--- src/rtl/rf_pkg.sv ---
// Shared defaults and types for the register file with pending-write scoreboard.
package rf_pkg;

    localparam int unsigned XLEN_DEF    = 32;
    localparam int unsigned NREG_DEF    = 32;
    localparam int unsigned NRD_DEF     = 2;
    localparam int unsigned MAXPEND_DEF = 3;
    localparam int unsigned AW_DEF      = $clog2(NREG_DEF);
    localparam int unsigned CNT_W       = $clog2(MAXPEND_DEF + 1);

    typedef logic [AW_DEF-1:0] regaddr_t;
    typedef logic [CNT_W-1:0]  pend_cnt_t;

    localparam regaddr_t ZERO_REG = '0;

endpackage

--- src/rtl/rf_pend_counter.sv ---
// One pending-write counter: saturating up/down with underflow/overflow error pulse.
module rf_pend_counter #(
    parameter int unsigned MAXPEND = 3,
    parameter int unsigned CW      = $clog2(MAXPEND + 1)
) (
    input  logic       clk,
    input  logic       reset,
    input  logic       inc_req,
    input  logic [1:0] dec,
    output logic       ready,
    output logic       busy,
    output logic       err
);

    localparam int unsigned   SW  = ((CW > 2) ? CW : 2) + 1;
    localparam logic [CW-1:0] CAP = CW'(MAXPEND);

    logic [CW-1:0] cnt_q;
    logic [CW-1:0] cnt_d;
    logic [SW-1:0] sum;
    logic [SW-1:0] dec_w;
    logic          inc;

    always_comb begin
        ready = (cnt_q < CAP);
        inc   = inc_req & ready;
        sum   = SW'(cnt_q) + SW'(inc);
        dec_w = SW'(dec);
        err   = inc_req & ~ready;
        cnt_d = CW'(sum - dec_w);
        if (dec_w > sum) begin
            cnt_d = '0;
            err   = 1'b1;
        end
        // Busy ignores this cycle's issue so a retiring producer frees its consumer at once.
        busy = (SW'(cnt_q) > dec_w);
    end

    always_ff @(posedge clk or negedge reset) begin
        if (!reset) begin
            cnt_q <= '0;
        end else begin
            cnt_q <= cnt_d;
        end
    end

endmodule

--- src/rtl/regfile_scoreboard.sv ---
// Register file with write-through bypass and per-register pending-write scoreboard.
module regfile_scoreboard
    import rf_pkg::*;
#(
    parameter int unsigned XLEN    = XLEN_DEF,
    parameter int unsigned NREG    = NREG_DEF,
    parameter int unsigned NRD     = NRD_DEF,
    parameter int unsigned MAXPEND = MAXPEND_DEF,
    parameter bit          X0_ZERO = 1'b1,
    parameter int unsigned AW      = $clog2(NREG)
) (
    input  logic              clk,
    input  logic              reset,
    input  logic [NRD*AW-1:0] rd_addr,
    output logic [NRD*XLEN-1:0] rd_data,
    output logic [NRD-1:0]    rd_busy,
    input  logic              issue_valid,
    input  logic [AW-1:0]     issue_rd,
    output logic              issue_ready,
    input  logic              wb_valid,
    input  logic [AW-1:0]     wb_rd,
    input  logic [XLEN-1:0]   wb_data,
    input  logic              kill_valid,
    input  logic [AW-1:0]     kill_rd,
    output logic              sb_err
);

    localparam logic [AW-1:0] R0 = AW'(ZERO_REG);

    logic [XLEN-1:0] regs [NREG];
    logic [NREG-1:0] busy_vec;
    logic [NREG-1:0] ready_vec;
    logic [NREG-1:0] err_vec;
    logic            sb_err_q;
    logic            wb_en;

    assign wb_en = wb_valid && !(X0_ZERO && (wb_rd == R0));

    always_ff @(posedge clk or negedge reset) begin
        if (!reset) begin
            for (int r = 0; r < NREG; r++) begin
                regs[r] <= '0;
            end
        end else if (wb_en) begin
            regs[wb_rd] <= wb_data;
        end
    end

    for (genvar r = 0; r < NREG; r++) begin : g_pend
        logic       inc_req;
        logic [1:0] dec;

        if (X0_ZERO && (r == 0)) begin : g_zero
            assign inc_req = 1'b0;
            assign dec     = 2'd0;
        end else begin : g_live
            logic wb_hit;
            logic kill_hit;
            assign inc_req  = issue_valid && (issue_rd == AW'(r));
            assign wb_hit   = wb_valid && (wb_rd == AW'(r));
            assign kill_hit = kill_valid && (kill_rd == AW'(r));
            assign dec      = {1'b0, wb_hit} + {1'b0, kill_hit};
        end

        rf_pend_counter #(
            .MAXPEND (MAXPEND)
        ) u_cnt (
            .clk     (clk),
            .reset   (reset),
            .inc_req (inc_req),
            .dec     (dec),
            .ready   (ready_vec[r]),
            .busy    (busy_vec[r]),
            .err     (err_vec[r])
        );
    end

    assign issue_ready = ready_vec[issue_rd];

    always_comb begin
        rd_data = '0;
        rd_busy = '0;
        for (int i = 0; i < NRD; i++) begin
            logic [AW-1:0] a;
            a = rd_addr[i*AW +: AW];
            if (X0_ZERO && (a == R0)) begin
                rd_data[i*XLEN +: XLEN] = '0;
            end else if (wb_valid && (wb_rd == a)) begin
                rd_data[i*XLEN +: XLEN] = wb_data;
            end else begin
                rd_data[i*XLEN +: XLEN] = regs[a];
            end
            rd_busy[i] = busy_vec[a];
        end
    end

    always_ff @(posedge clk or negedge reset) begin
        if (!reset) begin
            sb_err_q <= 1'b0;
        end else begin
            sb_err_q <= sb_err_q | (|err_vec);
        end
    end

    assign sb_err = sb_err_q;

endmodule
--- config.mk ---
export PLATFORM = sky130hd
export DESIGN_NAME = regfile_scoreboard
export DESIGN_NICKNAME = d
export VERILOG_FILES = /design/src/rtl/rf_pkg.sv /design/src/rtl/rf_pend_counter.sv /design/src/rtl/regfile_scoreboard.sv
export SDC_FILE = /design/constraint.sdc
export NUM_CORES = 2
export LEC_CHECK = 0
export CAP_MARGIN = 20
export CELL_PAD_IN_SITES_DETAIL_PLACEMENT = 1
export CELL_PAD_IN_SITES_GLOBAL_PLACEMENT = 1
export CORE_MARGIN = 2
export CORE_UTILIZATION = 56
export DETAILED_ROUTE_END_ITERATION = 8
export HOLD_SLACK_MARGIN = 0.1
export PLACE_DENSITY_LB_ADDON = 0.1
export SLEW_MARGIN = 30
export SYNTH_ARGS = -nofsm -noshare
export SYNTH_HDL_FRONTEND = slang
export SYNTH_HIERARCHICAL = 1
export SYNTH_SLANG_ARGS = --single-unit
export TNS_END_PERCENT = 1
--- constraint.sdc ---
create_clock -name clk -period 16.7 [get_ports clk]
set_clock_uncertainty 0.2 [all_clocks]
set_input_delay 4.175 -clock clk [delete_from_list [all_inputs] [get_ports clk]]
set_output_delay 4.175 -clock clk [all_outputs]
set_load 0.1 [all_outputs]
==> metrics.csv <==
stage,metric,value,unit
status,status,finished clean,
clocking,clk sink count,1089,
logic_synthesis,Synth area leader,dfrtp_1,
power_and_ir_drop,Clk network pwr share,0.315,
timing,RSZ-0062 raised after global routing,no,
floorplanning,height of the die,342.0,um
logic_synthesis,Synthesis Warnings,6,
final_layout,final instance area,70540,sq um
grt,GRT Total Usage,0.4459,
logic_synthesis,Cell variety after synth,57,
detailed_routing,Met1 Routed Length,97290,um
floorplanning,die area,117000,sq um
setup_path,crit path DAT,10.17,ns
setup_path,CP Launch Point,wb_rd[2],
logic_synthesis,sequential-to-total area share from yosys stat,0.4260,
timing,Tightest Pin Transition,1.139,ns
power_and_ir_drop,internal power,5.922,mW
logic_synthesis,Async SR Flop Fraction,1.000,
logic_synthesis,"Cell Area, Synth",63970,sq um
timing,FMAX,68.76,MHz
final_layout,fin nets,5829,
clocking,post_cts resized,0,
detailed_routing,vias per inst,7.187,
power_and_ir_drop,switching power total,2.980,mW
power_and_ir_drop,PwrDens,126.2,nW/um^2
timing,Final Setup Violations,0,
clocking,Post-CTS Hold Buffers,0,
power_and_ir_drop,sequential power share,0.408,
floorplanning,die width,342.0,um
min_path,Hold Crit Class,reg -> reg,
logic_synthesis,post-synth top area share,0.4260,
detailed_routing,Via Count,51174,
setup_path,CP Launch Type,primary input,
setup_path,CP bufs+invs,6,
logic_synthesis,cells after synthesis,5591,
timing,Slew Limit Fails,0,
timing,Tmin final,14.54,ns
final_layout,layout cells sized above 1,0.2714,
setup_path,slowest stage cell on the critical path,clkdlybuf4s50_1,
detailed_routing,DR DRC count,0,
detailed_routing,met2 WL post-DR,113800,um
logic_synthesis,synth top area cells,"dfrtp_1 43%, mux4_2 15%, mux2_2 12%",
setup_path,Reg2Reg Depth,13,
placement,DP Worst Slack,2.397,ns
floorplanning,CORE AREA,113000,sq um
grt,vias in the first global route,53739,
setup_path,"Req. time, crit path",12.32,ns
setup_path,CP cell instances,clkdlybuf4s50_1 > nor3b_1 > nand2_2 > buf_4 > inv_2 > buf_4 > ha_1 > inv_1 > ha_1 > a21oi_1 > a21oi_1 > mux4_2 > mux4_2 > nand2_1 > nand2_1 > clkdlybuf4s50_1,
setup_path,R2R Path End,sb_err$_DFF_PN0_,
clocking,Post-CTS Setup Inserts,0,
logic_synthesis,main flop type after synthesis,dfrtp_1,
setup_path,r2r setup slk,12.79,ns
power_and_ir_drop,Sw Ratio,0.3347,
final_layout,fin util,0.6244,
floorplanning,Starting Density,0.5663,
grt,total congestion overflow,0,
detailed_routing,Highest Signal Layer,met5,
logic_synthesis,Synth Area per Inst,11.44,sq um
job,max-cap viol count,0,
setup_path,Worst Path Max Fanout,33,
power_and_ir_drop,Worst VDD drop,0.1180,mV
clocking,insertion delay to the later sink of the worst-skew pair,0.75,ns
clocking,CTS buffer count,119,
detailed_routing,met3 wire len,29800,um
timing,period utilisation layout,0.8709,
power_and_ir_drop,leakage,32.30,nW
detailed_routing,wire per inst,36.45,um
setup_path,CP endpoint,rd_busy[0],
setup_path,Crit Path Class,in -> out,
clocking,CTS tree,yes,
grt,largest net degree at the start of global routing,166,
setup_path,Crit path max-delay family,buffers and inverters,
setup_path,CP endpoint kind,output pin,
setup_path,max incr delay on CP,1.00,ns
logic_synthesis,Yosys reg bits,1089,
floorplanning,num rows,123,
detailed_routing,First-pass DRT Iterations,6,
detailed_routing,final wirelength,259500,um
clocking,H-tree depth,3,
timing,setup slack after layout,2.156,ns
grt,initial antenna violation count,16,
timing,Rel. slew slack,0.2405,
logic_synthesis,"EDFF count, synth",0,
placement,HPWL Detailed,150000,um
placement,Area after DPL,66340,sq um
power_and_ir_drop,power share of the combinational group,0.278,
detailed_routing,drt first-iter violations,6746,
timing,Worst Hold Slack,0.1934,ns
detailed_routing,Detail Route Antenna Nets,0,
clocking,Max Root-Sink Buffers,3,
floorplanning,I/O pin count,130,
clocking,"Reg clk slew, reported paths",0.05,ns
timing,final hold vios,0,
final_layout,Area Overhead vs Synth,10.26,%
setup_path,reg-to-reg startpoint,g_pend[28].u_cnt/cnt_q[1]$_DFF_PN0_,
timing,setup tns final,0,ns
clocking,CTS root buffer,clkbuf_16,
grt,global-route wire length before repair,375900,um
placement,input/output buffers,129,
placement,GP Congestion,0.8781,
setup_path,WP depth,16,
[cells in the final DEF, fill, tap and decap left out, types with 34 or more instances in the layout]
master and instances:
a22o_1 40, a22oi_1 44, a211oi_1 34, and2_1 41
nor2_1 168, a21oi_1 180, o22ai_1 37, nor3_1 42
nor2b_1 40, mux4_2 413, clkdlybuf4s50_1 103, inv_1 199
o221ai_1 64, buf_4 134, xor2_1 34, nand2_1 1138
ha_1 255, o21ai_0 46, mux2i_1 266, mux2_2 662
dfrtp_1 1089, clkbuf_16 122
[how the worst min path moves through the flow]
| stage | startpoint | endpoint | slack, ns | cells after the start |
|---|---|---|---|---|
| floorplan | regs[1003]$_DFFE_PN0P_ | regs[1003]$_DFFE_PN0P_ | 0.24 | 1 |
| finish | regs[1008]$_DFFE_PN0P_ | regs[1008]$_DFFE_PN0P_ | 0.19 | 0 |
| CTS | regs[1013]$_DFFE_PN0P_ | regs[1013]$_DFFE_PN0P_ | 0.20 | 0 |
| global placement | regs[1018]$_DFFE_PN0P_ | regs[1018]$_DFFE_PN0P_ | 0.18 | 0 |
| global route | regs[1007]$_DFFE_PN0P_ | regs[1007]$_DFFE_PN0P_ | 0.20 | 0 |
| detailed placement | regs[999]$_DFFE_PN0P_ | regs[999]$_DFFE_PN0P_ | 0.18 | 0 |
[kinds of logic (layout without fill, tap and decap cells)]
| logic type | after synthesis | after routing | synth area share |
|---|---|---|---|
| flops | 1089 | 1089 | 0.4260 |
| compound gates | 602 | 602 | 0.06666 |
| buf+inv | 700 | 711 | 0.04827 |
| xor+xnor | 42 | 42 | 0.005750 |
| fa+ha+maj | 255 | 255 | 0.04987 |
| mux | 1341 | 1341 | 0.3035 |
| other cells | 1 | 19 | 0.00005862 |
| simple gates | 1561 | 1561 | 0.09986 |
[layout make-up]
type                            count  area (sq um)
Tap cell                         1500          1877
Fill cell                       11343         42420
Sequential cell                  1089         27250
Inverter                          212         795.8
Timing Repair Buffer              282          2591
Clock buffer                      179          3587
Multi-Input combinational cell   3808         33910
Clock inverter                     38         495.5
Antenna cell                       12         30.03
[metrics by stage]
step / total power [mW] / cells
floorplan: 5.253 / 5597
global placement: 5.897 / 6883
detailed placement: 6.052 / 6888
CTS: 8.848 / 7105
global route: 9.228 / 7110
finish: 8.902 / 7120
[layer usage]
metal  up-vias  track usage
met3       996       0.1263
met5         -            0
met2      3461       0.6584
li1      19876            -
met4        14       0.2703
met1     26827       0.5869
[cells in the mapped netlist, drive strengths merged, types with 9 or more instances]
cell,number
nand3,16
mux2,662
xor2,34
mux4,413
a32o,16
o221ai,64
nand4,16
a211oi,34
nand2,1154
a22o,40
buf,214
mux2i,266
nor4,15
clkbuf,274
a221o,29
and2,42
a21oi,180
ha,255
nor2,189
o21ai,49
o21a,32
o22a,11
nand2b,9
nor3,44
a22oi,44
o22ai,37
a31o,32
a221oi,21
dfrtp,1089
nor2b,44
o311a,10
inv,210
[flip-flops by register name, indices dropped and copies added, names as in the netlist]
register	flops
regs	1024
g_pend.u_cnt/cnt_q	64
sb_err	1
[power by group through the flow]
stage / clock network (mW) / logic, mW / registers, mW
after global routing: 2.91 / 2.64 / 3.68
after CTS: 2.81 / 2.44 / 3.60
after floorplan: 0 / 1.79 / 3.47
final: 2.80 / 2.47 / 3.63
after global placement: 0 / 2.31 / 3.59
after detailed placement: 0 / 2.41 / 3.64
(Power assumes the default switching activity.)
